### src/rtl/tri_raster_scheduler_if.sv
// Links around the raster scheduler: the set-up triangle descriptor coming in
// and the per-pixel request stream going out to the barycentric evaluator.

interface tri_desc_if #(
  parameter int SUBPIXEL_BITS  = 4,
  parameter int DENOM_INV_BITS = 36
);
  localparam int CW = 16 + SUBPIXEL_BITS;

  logic                      tri_valid;
  logic                      tri_ready;
  logic signed [15:0]        bbox_min_x, bbox_max_x, bbox_min_y, bbox_max_y;
  logic signed [CW-1:0]      tri_v0x, tri_v0y, tri_e0x, tri_e0y, tri_e1x, tri_e1y;
  logic signed [DENOM_INV_BITS-1:0] tri_denom_inv;
  logic [11:0]               tri_v0_color, tri_v1_color, tri_v2_color;
  logic [31:0]               tri_v0_depth, tri_v1_depth, tri_v2_depth;

  modport master (
    output tri_valid, bbox_min_x, bbox_max_x, bbox_min_y, bbox_max_y,
           tri_v0x, tri_v0y, tri_e0x, tri_e0y, tri_e1x, tri_e1y, tri_denom_inv,
           tri_v0_color, tri_v1_color, tri_v2_color,
           tri_v0_depth, tri_v1_depth, tri_v2_depth,
    input  tri_ready
  );

  modport slave (
    input  tri_valid, bbox_min_x, bbox_max_x, bbox_min_y, bbox_max_y,
           tri_v0x, tri_v0y, tri_e0x, tri_e0y, tri_e1x, tri_e1y, tri_denom_inv,
           tri_v0_color, tri_v1_color, tri_v2_color,
           tri_v0_depth, tri_v1_depth, tri_v2_depth,
    output tri_ready
  );
endinterface

interface tri_pixel_if #(
  parameter int WIDTH          = 320,
  parameter int HEIGHT         = 240,
  parameter int SUBPIXEL_BITS  = 4,
  parameter int DENOM_INV_BITS = 36
);
  localparam int CW = 16 + SUBPIXEL_BITS;
  localparam int XW = $clog2(WIDTH);
  localparam int YW = $clog2(HEIGHT);

  logic [XW-1:0]             pe_x;
  logic [YW-1:0]             pe_y;
  logic signed [CW-1:0]      pe_v0x, pe_v0y, pe_e0x, pe_e0y, pe_e1x, pe_e1y;
  logic signed [DENOM_INV_BITS-1:0] pe_denom_inv;
  logic [11:0]               pe_v0_color, pe_v1_color, pe_v2_color;
  logic [31:0]               pe_v0_depth, pe_v1_depth, pe_v2_depth;
  logic                      pe_valid;
  logic                      pe_ready;
  logic                      pe_busy;

  modport master (
    output pe_x, pe_y, pe_v0x, pe_v0y, pe_e0x, pe_e0y, pe_e1x, pe_e1y,
           pe_denom_inv, pe_v0_color, pe_v1_color, pe_v2_color,
           pe_v0_depth, pe_v1_depth, pe_v2_depth, pe_valid,
    input  pe_ready, pe_busy
  );

  modport slave (
    input  pe_x, pe_y, pe_v0x, pe_v0y, pe_e0x, pe_e0y, pe_e1x, pe_e1y,
           pe_denom_inv, pe_v0_color, pe_v1_color, pe_v2_color,
           pe_v0_depth, pe_v1_depth, pe_v2_depth, pe_valid,
    output pe_ready, pe_busy
  );
endinterface

### src/rtl/tri_raster_scheduler.sv
// Triangle sequencer: clamps the bounding box, walks it in raster order one
// pixel per cycle, waits for the evaluator to drain, then pulses done.

module tri_raster_scheduler #(
  parameter int  WIDTH          = 320,
  parameter int  HEIGHT         = 240,
  parameter int  SUBPIXEL_BITS  = 4,
  parameter int  DENOM_INV_BITS = 36,
  localparam int CNT_W          = $clog2(WIDTH * HEIGHT + 1)
) (
  input  logic             clk,
  input  logic             rst,
  tri_desc_if.slave        tri_in,
  tri_pixel_if.master      pe,
  output logic             done,
  output logic [CNT_W-1:0] pixel_count,
  output logic             busy
);

  localparam int CW = 16 + SUBPIXEL_BITS;
  localparam int XW = $clog2(WIDTH);
  localparam int YW = $clog2(HEIGHT);
  localparam logic signed [15:0] X_LAST = 16'(WIDTH - 1);
  localparam logic signed [15:0] Y_LAST = 16'(HEIGHT - 1);

  typedef enum logic [1:0] {
    IDLE   = 2'd0,
    SCAN   = 2'd1,
    DRAIN  = 2'd2,
    FINISH = 2'd3
  } state_t;

  state_t state_reg, state_next;

  logic signed [15:0] cx_min, cx_max, cy_min, cy_max;
  logic               box_empty, degenerate, accept, fire, last_x, last_y;

  logic [XW-1:0]    x_reg, xmin_reg, xmax_reg;
  logic [YW-1:0]    y_reg, ymax_reg;
  logic [CNT_W-1:0] count_reg, pixel_count_reg;
  logic             done_reg, drain_first_reg;

  logic signed [CW-1:0]             coord_in  [6];
  logic signed [CW-1:0]             coord_reg [6];
  logic [11:0]                      color_in  [3];
  logic [11:0]                      color_reg [3];
  logic [31:0]                      depth_in  [3];
  logic [31:0]                      depth_reg [3];
  logic signed [DENOM_INV_BITS-1:0] denom_reg;

  // Clamp against the screen with signed 16-bit compares.
  always_comb begin
    cx_min     = (tri_in.bbox_min_x < 16'sd0) ? 16'sd0 : tri_in.bbox_min_x;
    cx_max     = (tri_in.bbox_max_x > X_LAST) ? X_LAST : tri_in.bbox_max_x;
    cy_min     = (tri_in.bbox_min_y < 16'sd0) ? 16'sd0 : tri_in.bbox_min_y;
    cy_max     = (tri_in.bbox_max_y > Y_LAST) ? Y_LAST : tri_in.bbox_max_y;
    box_empty  = (cx_min > cx_max) || (cy_min > cy_max);
    degenerate = (tri_in.tri_denom_inv == '0);
  end

  // Only the low bits survive once the box is known to lie on screen.
  logic unused_clamp_bits;
  assign unused_clamp_bits = ^{cx_min[15:XW], cx_max[15:XW], cy_min[15:YW], cy_max[15:YW]};

  assign accept = tri_in.tri_valid && tri_in.tri_ready;
  assign fire   = pe.pe_valid && pe.pe_ready;
  assign last_x = (x_reg == xmax_reg);
  assign last_y = (y_reg == ymax_reg);

  always_ff @(posedge clk) begin
    if (rst) state_reg <= IDLE;
    else     state_reg <= state_next;
  end

  always_comb begin
    state_next = state_reg;
    case (state_reg)
      IDLE:   if (accept) state_next = (box_empty || degenerate) ? FINISH : SCAN;
      SCAN:   if (fire && last_x && last_y) state_next = DRAIN;
      DRAIN:  if (!drain_first_reg && !pe.pe_busy) state_next = FINISH;
      FINISH: state_next = IDLE;
      default: state_next = IDLE;
    endcase
  end

  // done is registered, so tri_ready stays low through the done cycle.
  always_comb begin
    tri_in.tri_ready = 1'b0;
    pe.pe_valid      = 1'b0;
    busy             = 1'b1;
    case (state_reg)
      IDLE: begin
        tri_in.tri_ready = !done_reg;
        busy             = 1'b0;
      end
      SCAN:    pe.pe_valid = 1'b1;
      default: ;
    endcase
  end

  always_ff @(posedge clk) begin
    if (rst) begin
      x_reg           <= '0;
      y_reg           <= '0;
      xmin_reg        <= '0;
      xmax_reg        <= '0;
      ymax_reg        <= '0;
      count_reg       <= '0;
      pixel_count_reg <= '0;
      done_reg        <= 1'b0;
      drain_first_reg <= 1'b0;
    end else begin
      drain_first_reg <= (state_reg == SCAN) && (state_next == DRAIN);
      done_reg        <= (state_reg == FINISH);
      if (state_reg == FINISH) pixel_count_reg <= count_reg;
      if (accept) begin
        count_reg <= '0;
        if (!box_empty && !degenerate) begin
          x_reg    <= cx_min[XW-1:0];
          y_reg    <= cy_min[YW-1:0];
          xmin_reg <= cx_min[XW-1:0];
          xmax_reg <= cx_max[XW-1:0];
          ymax_reg <= cy_max[YW-1:0];
        end
      end else if (fire) begin
        count_reg <= count_reg + CNT_W'(1);
        if (!last_x) begin
          x_reg <= x_reg + XW'(1);
        end else if (!last_y) begin
          x_reg <= xmin_reg;
          y_reg <= y_reg + YW'(1);
        end
      end
    end
  end

  assign coord_in[0] = tri_in.tri_v0x;
  assign coord_in[1] = tri_in.tri_v0y;
  assign coord_in[2] = tri_in.tri_e0x;
  assign coord_in[3] = tri_in.tri_e0y;
  assign coord_in[4] = tri_in.tri_e1x;
  assign coord_in[5] = tri_in.tri_e1y;
  assign color_in[0] = tri_in.tri_v0_color;
  assign color_in[1] = tri_in.tri_v1_color;
  assign color_in[2] = tri_in.tri_v2_color;
  assign depth_in[0] = tri_in.tri_v0_depth;
  assign depth_in[1] = tri_in.tri_v1_depth;
  assign depth_in[2] = tri_in.tri_v2_depth;

  // Attributes are captured only at accept and held for the whole triangle.
  genvar gi;
  generate
    for (gi = 0; gi < 6; gi++) begin : g_coord
      logic signed [CW-1:0] q;
      always_ff @(posedge clk) begin
        if (rst)         q <= '0;
        else if (accept) q <= coord_in[gi];
      end
      assign coord_reg[gi] = q;
    end
    for (gi = 0; gi < 3; gi++) begin : g_vertex
      logic [11:0] color_q;
      logic [31:0] depth_q;
      always_ff @(posedge clk) begin
        if (rst) begin
          color_q <= '0;
          depth_q <= '0;
        end else if (accept) begin
          color_q <= color_in[gi];
          depth_q <= depth_in[gi];
        end
      end
      assign color_reg[gi] = color_q;
      assign depth_reg[gi] = depth_q;
    end
  endgenerate

  always_ff @(posedge clk) begin
    if (rst)         denom_reg <= '0;
    else if (accept) denom_reg <= tri_in.tri_denom_inv;
  end

  assign pe.pe_x        = x_reg;
  assign pe.pe_y        = y_reg;
  assign pe.pe_v0x      = coord_reg[0];
  assign pe.pe_v0y      = coord_reg[1];
  assign pe.pe_e0x      = coord_reg[2];
  assign pe.pe_e0y      = coord_reg[3];
  assign pe.pe_e1x      = coord_reg[4];
  assign pe.pe_e1y      = coord_reg[5];
  assign pe.pe_denom_inv = denom_reg;
  assign pe.pe_v0_color = color_reg[0];
  assign pe.pe_v1_color = color_reg[1];
  assign pe.pe_v2_color = color_reg[2];
  assign pe.pe_v0_depth = depth_reg[0];
  assign pe.pe_v1_depth = depth_reg[1];
  assign pe.pe_v2_depth = depth_reg[2];

  assign done        = done_reg;
  assign pixel_count = pixel_count_reg;

endmodule

### src/flat_wrapper.sv
// flat-port wrapper written by rule: the top's interface ports become plain ports
module tri_raster_scheduler_flat 
#(
  parameter int  WIDTH          = 320,
  parameter int  HEIGHT         = 240,
  parameter int  SUBPIXEL_BITS  = 4,
  parameter int  DENOM_INV_BITS = 36,
  localparam int CNT_W          = $clog2(WIDTH * HEIGHT + 1)
)
  (clk, rst, done, pixel_count, busy, tri_in_tri_valid, tri_in_bbox_min_x, tri_in_bbox_max_x, tri_in_bbox_min_y, tri_in_bbox_max_y, tri_in_tri_v0x, tri_in_tri_v0y, tri_in_tri_e0x, tri_in_tri_e0y, tri_in_tri_e1x, tri_in_tri_e1y, tri_in_tri_denom_inv, tri_in_tri_v0_color, tri_in_tri_v1_color, tri_in_tri_v2_color, tri_in_tri_v0_depth, tri_in_tri_v1_depth, tri_in_tri_v2_depth, tri_in_tri_ready, pe_pe_x, pe_pe_y, pe_pe_v0x, pe_pe_v0y, pe_pe_e0x, pe_pe_e0y, pe_pe_e1x, pe_pe_e1y, pe_pe_denom_inv, pe_pe_v0_color, pe_pe_v1_color, pe_pe_v2_color, pe_pe_v0_depth, pe_pe_v1_depth, pe_pe_v2_depth, pe_pe_valid, pe_pe_ready, pe_pe_busy);
  tri_desc_if #(.SUBPIXEL_BITS(SUBPIXEL_BITS), .DENOM_INV_BITS(DENOM_INV_BITS)) tri_in_i ();
  tri_pixel_if #(.WIDTH(WIDTH), .HEIGHT(HEIGHT), .SUBPIXEL_BITS(SUBPIXEL_BITS), .DENOM_INV_BITS(DENOM_INV_BITS)) pe_i ();
  input  logic clk;
  input  logic rst;
  output logic done;
  output logic [CNT_W-1:0] pixel_count;
  output logic busy;
  input wire logic [$bits(tri_in_i.tri_valid)-1:0] tri_in_tri_valid;
  input wire logic [$bits(tri_in_i.bbox_min_x)-1:0] tri_in_bbox_min_x;
  input wire logic [$bits(tri_in_i.bbox_max_x)-1:0] tri_in_bbox_max_x;
  input wire logic [$bits(tri_in_i.bbox_min_y)-1:0] tri_in_bbox_min_y;
  input wire logic [$bits(tri_in_i.bbox_max_y)-1:0] tri_in_bbox_max_y;
  input wire logic [$bits(tri_in_i.tri_v0x)-1:0] tri_in_tri_v0x;
  input wire logic [$bits(tri_in_i.tri_v0y)-1:0] tri_in_tri_v0y;
  input wire logic [$bits(tri_in_i.tri_e0x)-1:0] tri_in_tri_e0x;
  input wire logic [$bits(tri_in_i.tri_e0y)-1:0] tri_in_tri_e0y;
  input wire logic [$bits(tri_in_i.tri_e1x)-1:0] tri_in_tri_e1x;
  input wire logic [$bits(tri_in_i.tri_e1y)-1:0] tri_in_tri_e1y;
  input wire logic [$bits(tri_in_i.tri_denom_inv)-1:0] tri_in_tri_denom_inv;
  input wire logic [$bits(tri_in_i.tri_v0_color)-1:0] tri_in_tri_v0_color;
  input wire logic [$bits(tri_in_i.tri_v1_color)-1:0] tri_in_tri_v1_color;
  input wire logic [$bits(tri_in_i.tri_v2_color)-1:0] tri_in_tri_v2_color;
  input wire logic [$bits(tri_in_i.tri_v0_depth)-1:0] tri_in_tri_v0_depth;
  input wire logic [$bits(tri_in_i.tri_v1_depth)-1:0] tri_in_tri_v1_depth;
  input wire logic [$bits(tri_in_i.tri_v2_depth)-1:0] tri_in_tri_v2_depth;
  output wire logic [$bits(tri_in_i.tri_ready)-1:0] tri_in_tri_ready;
  output wire logic [$bits(pe_i.pe_x)-1:0] pe_pe_x;
  output wire logic [$bits(pe_i.pe_y)-1:0] pe_pe_y;
  output wire logic [$bits(pe_i.pe_v0x)-1:0] pe_pe_v0x;
  output wire logic [$bits(pe_i.pe_v0y)-1:0] pe_pe_v0y;
  output wire logic [$bits(pe_i.pe_e0x)-1:0] pe_pe_e0x;
  output wire logic [$bits(pe_i.pe_e0y)-1:0] pe_pe_e0y;
  output wire logic [$bits(pe_i.pe_e1x)-1:0] pe_pe_e1x;
  output wire logic [$bits(pe_i.pe_e1y)-1:0] pe_pe_e1y;
  output wire logic [$bits(pe_i.pe_denom_inv)-1:0] pe_pe_denom_inv;
  output wire logic [$bits(pe_i.pe_v0_color)-1:0] pe_pe_v0_color;
  output wire logic [$bits(pe_i.pe_v1_color)-1:0] pe_pe_v1_color;
  output wire logic [$bits(pe_i.pe_v2_color)-1:0] pe_pe_v2_color;
  output wire logic [$bits(pe_i.pe_v0_depth)-1:0] pe_pe_v0_depth;
  output wire logic [$bits(pe_i.pe_v1_depth)-1:0] pe_pe_v1_depth;
  output wire logic [$bits(pe_i.pe_v2_depth)-1:0] pe_pe_v2_depth;
  output wire logic [$bits(pe_i.pe_valid)-1:0] pe_pe_valid;
  input wire logic [$bits(pe_i.pe_ready)-1:0] pe_pe_ready;
  input wire logic [$bits(pe_i.pe_busy)-1:0] pe_pe_busy;
  assign tri_in_i.tri_valid = tri_in_tri_valid;
  assign tri_in_i.bbox_min_x = tri_in_bbox_min_x;
  assign tri_in_i.bbox_max_x = tri_in_bbox_max_x;
  assign tri_in_i.bbox_min_y = tri_in_bbox_min_y;
  assign tri_in_i.bbox_max_y = tri_in_bbox_max_y;
  assign tri_in_i.tri_v0x = tri_in_tri_v0x;
  assign tri_in_i.tri_v0y = tri_in_tri_v0y;
  assign tri_in_i.tri_e0x = tri_in_tri_e0x;
  assign tri_in_i.tri_e0y = tri_in_tri_e0y;
  assign tri_in_i.tri_e1x = tri_in_tri_e1x;
  assign tri_in_i.tri_e1y = tri_in_tri_e1y;
  assign tri_in_i.tri_denom_inv = tri_in_tri_denom_inv;
  assign tri_in_i.tri_v0_color = tri_in_tri_v0_color;
  assign tri_in_i.tri_v1_color = tri_in_tri_v1_color;
  assign tri_in_i.tri_v2_color = tri_in_tri_v2_color;
  assign tri_in_i.tri_v0_depth = tri_in_tri_v0_depth;
  assign tri_in_i.tri_v1_depth = tri_in_tri_v1_depth;
  assign tri_in_i.tri_v2_depth = tri_in_tri_v2_depth;
  assign tri_in_tri_ready = tri_in_i.tri_ready;
  assign pe_pe_x = pe_i.pe_x;
  assign pe_pe_y = pe_i.pe_y;
  assign pe_pe_v0x = pe_i.pe_v0x;
  assign pe_pe_v0y = pe_i.pe_v0y;
  assign pe_pe_e0x = pe_i.pe_e0x;
  assign pe_pe_e0y = pe_i.pe_e0y;
  assign pe_pe_e1x = pe_i.pe_e1x;
  assign pe_pe_e1y = pe_i.pe_e1y;
  assign pe_pe_denom_inv = pe_i.pe_denom_inv;
  assign pe_pe_v0_color = pe_i.pe_v0_color;
  assign pe_pe_v1_color = pe_i.pe_v1_color;
  assign pe_pe_v2_color = pe_i.pe_v2_color;
  assign pe_pe_v0_depth = pe_i.pe_v0_depth;
  assign pe_pe_v1_depth = pe_i.pe_v1_depth;
  assign pe_pe_v2_depth = pe_i.pe_v2_depth;
  assign pe_pe_valid = pe_i.pe_valid;
  assign pe_i.pe_ready = pe_pe_ready;
  assign pe_i.pe_busy = pe_pe_busy;
  tri_raster_scheduler #(.WIDTH(WIDTH), .HEIGHT(HEIGHT), .SUBPIXEL_BITS(SUBPIXEL_BITS), .DENOM_INV_BITS(DENOM_INV_BITS)) u_core (.clk(clk), .rst(rst), .tri_in(tri_in_i), .pe(pe_i), .done(done), .pixel_count(pixel_count), .busy(busy));
endmodule
### config.mk
export PLATFORM = sky130hd
export DESIGN_NAME = tri_raster_scheduler_flat
export DESIGN_NICKNAME = d
export VERILOG_FILES = /design/src/rtl/tri_raster_scheduler_if.sv /design/src/rtl/tri_raster_scheduler.sv /design/src/flat_wrapper.sv
export SDC_FILE = /design/constraint.sdc
export NUM_CORES = 1
export LEC_CHECK = 0
export CAP_MARGIN = 20
export CORE_AREA = 2 2 267 269
export CTS_BUF_LIST = sky130_fd_sc_hd__clkbuf_8
export DETAILED_ROUTE_END_ITERATION = 8
export DIE_AREA = 0 0 269 271
export PLACE_DENSITY_LB_ADDON = 0.08
export SLEW_MARGIN = 10
export SYNTH_ARGS = -nofsm -noshare
export SYNTH_HDL_FRONTEND = slang
export SYNTH_SLANG_ARGS = --single-unit
export TNS_END_PERCENT = 20
### constraint.sdc
create_clock -name clk -period 3.5 [get_ports clk]
set_clock_uncertainty 0.15 [all_clocks]
set_input_delay 0.7 -clock clk [delete_from_list [all_inputs] [get_ports clk]]
set_output_delay 0.7 -clock clk [all_outputs]
set_load 0.03 [all_outputs]
==> results.cfg <==
[power_and_ir_drop]
power_density_nw_per_um2 = 534
switchingPower_mw = 4.51
leakage_nw = 9.06
power.share.sequential_pct = 37.2
vdd_drop_max_mv = 0.333
p_clk_share_pct = 33.2
finalPower_mw = 13.1
combPwrFrac_pct = 29.6
switching_share_pct = 34.6
internal_power_mw = 8.54

[clock_network]
cts_tree = yes
cts_hold_buf = 0
clockRootBuffer = clkbuf_8
clk_pin_slew_ns = 0.06
clkLatencyLatePin_ns = 0.64
cts_sinks = 369
numCtsBuffers = 74
cts_buffer_depth = 3
ctsHtreeMaxLevel = 3

[timing]
tightest_slew_ns = 1.04
post-route-period-util_pct = 96.8
setup_viol = 0
fin_crit_ns = 3.39
timing.fmax_mhz = 295
whs_ns = 0.239
drv_slew = 0
hold_viol = 0
maxSlewHeadroom_pct = 30.5

[floorplanning]
placementRows = 97
initial_core_util_pct = 20.9
coreArea_um2 = 69800
die_w_um = 269
io-pin-count = 683
die_y_um = 271
dieArea_um2 = 72900

[setup_path]
cp.buffers_inverters = 5
critPathArrivalTime_ns = 3.71
worstPathCellList = clkdlybuf4s50_1 > o21ai_1 > buf_4 > a41o_1 > nand2_1 > ha_1 > a21o_1 > a21oi_2 > nand2b_1 > o41a_1 > nor4_4 > buf_6 > buf_2 > buf_4 > a211oi_1
crit_path_max_fanout = 6
required_ns = 3.83
r2r_setup_slack_ns = 0.72
slowest_stage = o41a_1
path_class = in -> reg
worst-path-stages = 15
startpoint_type = primary input
crit_path_end_kind = register
cp_top_family = compound AO/OA/AOI/OAI gates
crit_path_max_incr_delay_ns = 0.50
rr_worst_depth = 7
cp_common_cell = buf_4

[synthesis]
yosysTopAreaCellShare_pct = 50.7
yosysWarnings = 0
yosysTopAreaCell = dfxtp_1
synthArstFlopShare_pct = 0
synthTopCellsByArea = dfxtp_1, nand2_1, a21oi_1, clkbuf_1, ha_1
syn_area_um2 = 14600
synth_seq_cells = 369
seq_area_frac_synth_pct = 50.7
ys_dominant_reg_cell = dfxtp_1
syn_nets = 2247
postSynthCellCount = 1857
postSynthAreaPerCell_um2 = 7.85
synth-edff-count = 0
yosysUniqueCellTypes = 48

[global_routing]
grt_pass1_wl_mm = 96.6
grt_antenna_before_repair = 7
grt_max_degree = 189
grt-ovfl-total = 0
grt_pass1_vias = 15400
gr-usage-all-layers_pct = 17.4

[detailed_routing]
wl_met3_mm = 5.61
vias_per_cell = 4.32
wl_met2_mm = 34.1
ant_nets = 0
wl_per_cell_um = 18.6
first_pass_iters = 5
drc_errors = 0
drt-initial-drc-count = 713
top_layer = met5
routed_wl_mm = 66.5
num_vias = 15400
wl_met1_mm = 25.4

[place]
dp_cells = 3441
port_buffers = 682
hpwl_mm = 49.1
gp_congestion = 0.822

[final_layout]
final_cell_count_no_fill = 3572
fin_nets = 2971
drive_above_1_share_pct = 8.60
largest_register_ffs = 36
synthToLayoutAreaGrowth_pct = 67.7
fill_cells = 7318

[status]
outcome = complete, no violations

[run]
max_cap_viol_count = 0

[hold_path]
whs_path_depth = 2
hold_path_class = in -> reg
==> cell type report <==
type                       instances  area [um^2]  area share [%]
multi-input combinational       1358         6770            27.7
clock buffer                      90         1240            5.07
inverter                           4         15.0          0.0614
clock inverter                    34          185           0.757
tap                              940         1180            4.81
timing repair buffer             774         7680            31.4
antenna                            3         7.51          0.0307
sequential                       369         7390            30.2
==> cell usage after synthesis, types with 2 or more instances <==
| cell | n |
|---|---|
| o31ai_1 | 5 |
| nor4_1 | 12 |
| mux2_2 | 7 |
| o211ai_1 | 2 |
| o2111ai_1 | 3 |
| nand2_1 | 674 |
| or2_2 | 4 |
| o311a_1 | 7 |
| nor3_1 | 14 |
| mux2i_1 | 11 |
| nand2b_1 | 6 |
| o41ai_1 | 2 |
| a31o_2 | 3 |
| nand4_1 | 18 |
| clkbuf_1 | 116 |
| buf_1 | 2 |
| ha_1 | 33 |
| o21ai_0 | 19 |
| dfxtp_1 | 369 |
| a41o_1 | 3 |
| buf_4 | 2 |
| xor2_1 | 18 |
| or3_1 | 8 |
| and3_1 | 4 |
| nand3_1 | 15 |
| nor2b_1 | 32 |
| a21oi_1 | 339 |
| a211oi_1 | 19 |
| xnor2_1 | 18 |
| buf_2 | 5 |
| nand3b_1 | 2 |
| and2_1 | 4 |
| a41oi_1 | 2 |
| nor2_1 | 58 |
| inv_1 | 3 |
| a21o_1 | 4 |
| a31oi_1 | 3 |
==> worst register-to-register path: stages, from the launching register on <==
cell      delay, ns
dfxtp_1        0.36
nor3_1         0.68
nand2_4        0.41
nor4_4         0.51
buf_6          0.16
buf_2          0.16
buf_4          0.13
a211oi_1       0.06
==> logic make-up after synthesis <==
| logic type | Yosys count | synth area share [%] |
|---|---|---|
| DFF | 369 | 50.7 |
| AOI/OAI and AO/OA | 415 | 15.5 |
| xor gates and xnor gates | 36 | 2.16 |
| adders and majority gates | 33 | 2.83 |
| buffers and inverters | 130 | 3.45 |
| and+or+nand+nor | 856 | 24.1 |
| muxes | 18 | 1.30 |
==> cell usage in the layout, fill, tap and decap left out, types with 4 or more instances in the layout <==
cell type        instances
buf_12                  12
and2_1                   4
nor2b_1                 32
nand3_1                 15
a211oi_1                19
o21ai_0                 16
clkdlybuf4s50_1        681
dfxtp_1                369
nand2b_1                 6
mux2_2                   7
nor3_1                  13
xor2_1                  18
or3_1                    8
buf_4                   77
o31ai_1                  5
and3_1                   4
a21o_1                   4
nor2_1                  55
o311a_1                  7
ha_1                    33
clkbuf_8                90
clkinv_2                 6
or2_2                    4
nor4_1                   9
nand4_1                 18
xnor2_1                 18
a21oi_1                338
mux2i_1                 11
nand2_1                673
inv_1                   24
==> stage by stage <==
step	setup TNS [ns]	setup WS [ns]	instance area, um^2	util (%)
CTS	0	0.0656	24300	34.9
finish	0	0.114	24500	35.0
global route	-0.0596	-0.0229	24500	35.0
global placement	-24.23	-0.631	22900	32.9
detailed placement	-23.98	-0.604	22900	32.9
floorplan	-0.0480	-0.0160	14600	-
==> path summary, 6_finish.rpt <==
kind,start,end
setup / recovery,tri_in_bbox_max_x[7],u_core.ymax_reg[5]
hold / removal,rst,u_core.pe.pe_e1x[11]
setup reg to reg,u_core.state_reg[1],u_core.ymax_reg[5]
hold reg to reg,u_core.xmin_reg[5],u_core.xmin_reg[5]
==> layer usage <==
| metal | vias to the layer above | GRT usage, % |
|---|---|---|
| met2 | 522 | 31.8 |
| li1 | 7630 | - |
| met1 | 7164 | 18.7 |
| met3 | 92 | 6.28 |
| met5 | - | 0 |
| met4 | 6 | 4.52 |
==> power by group through the flow <==
stage          registers (mW)  logic (mW)  clock network [mW]
6_report                 4.85        3.87                4.33
5_1_grt                  4.91        4.17                4.71
4_1_cts                  4.86        3.92                4.52
3_5_place_dp             4.94        3.91                   0
3_3_place_gp             4.93        3.90                   0
2_1_floorplan            5.67        1.25                   0
==> what timing repair did <==
action	in CTS	in global routing
setup endpoints to repair	0	43
resized for setup	0	17
buffers inserted	0	4
Power figures use the tool's default switching activity.
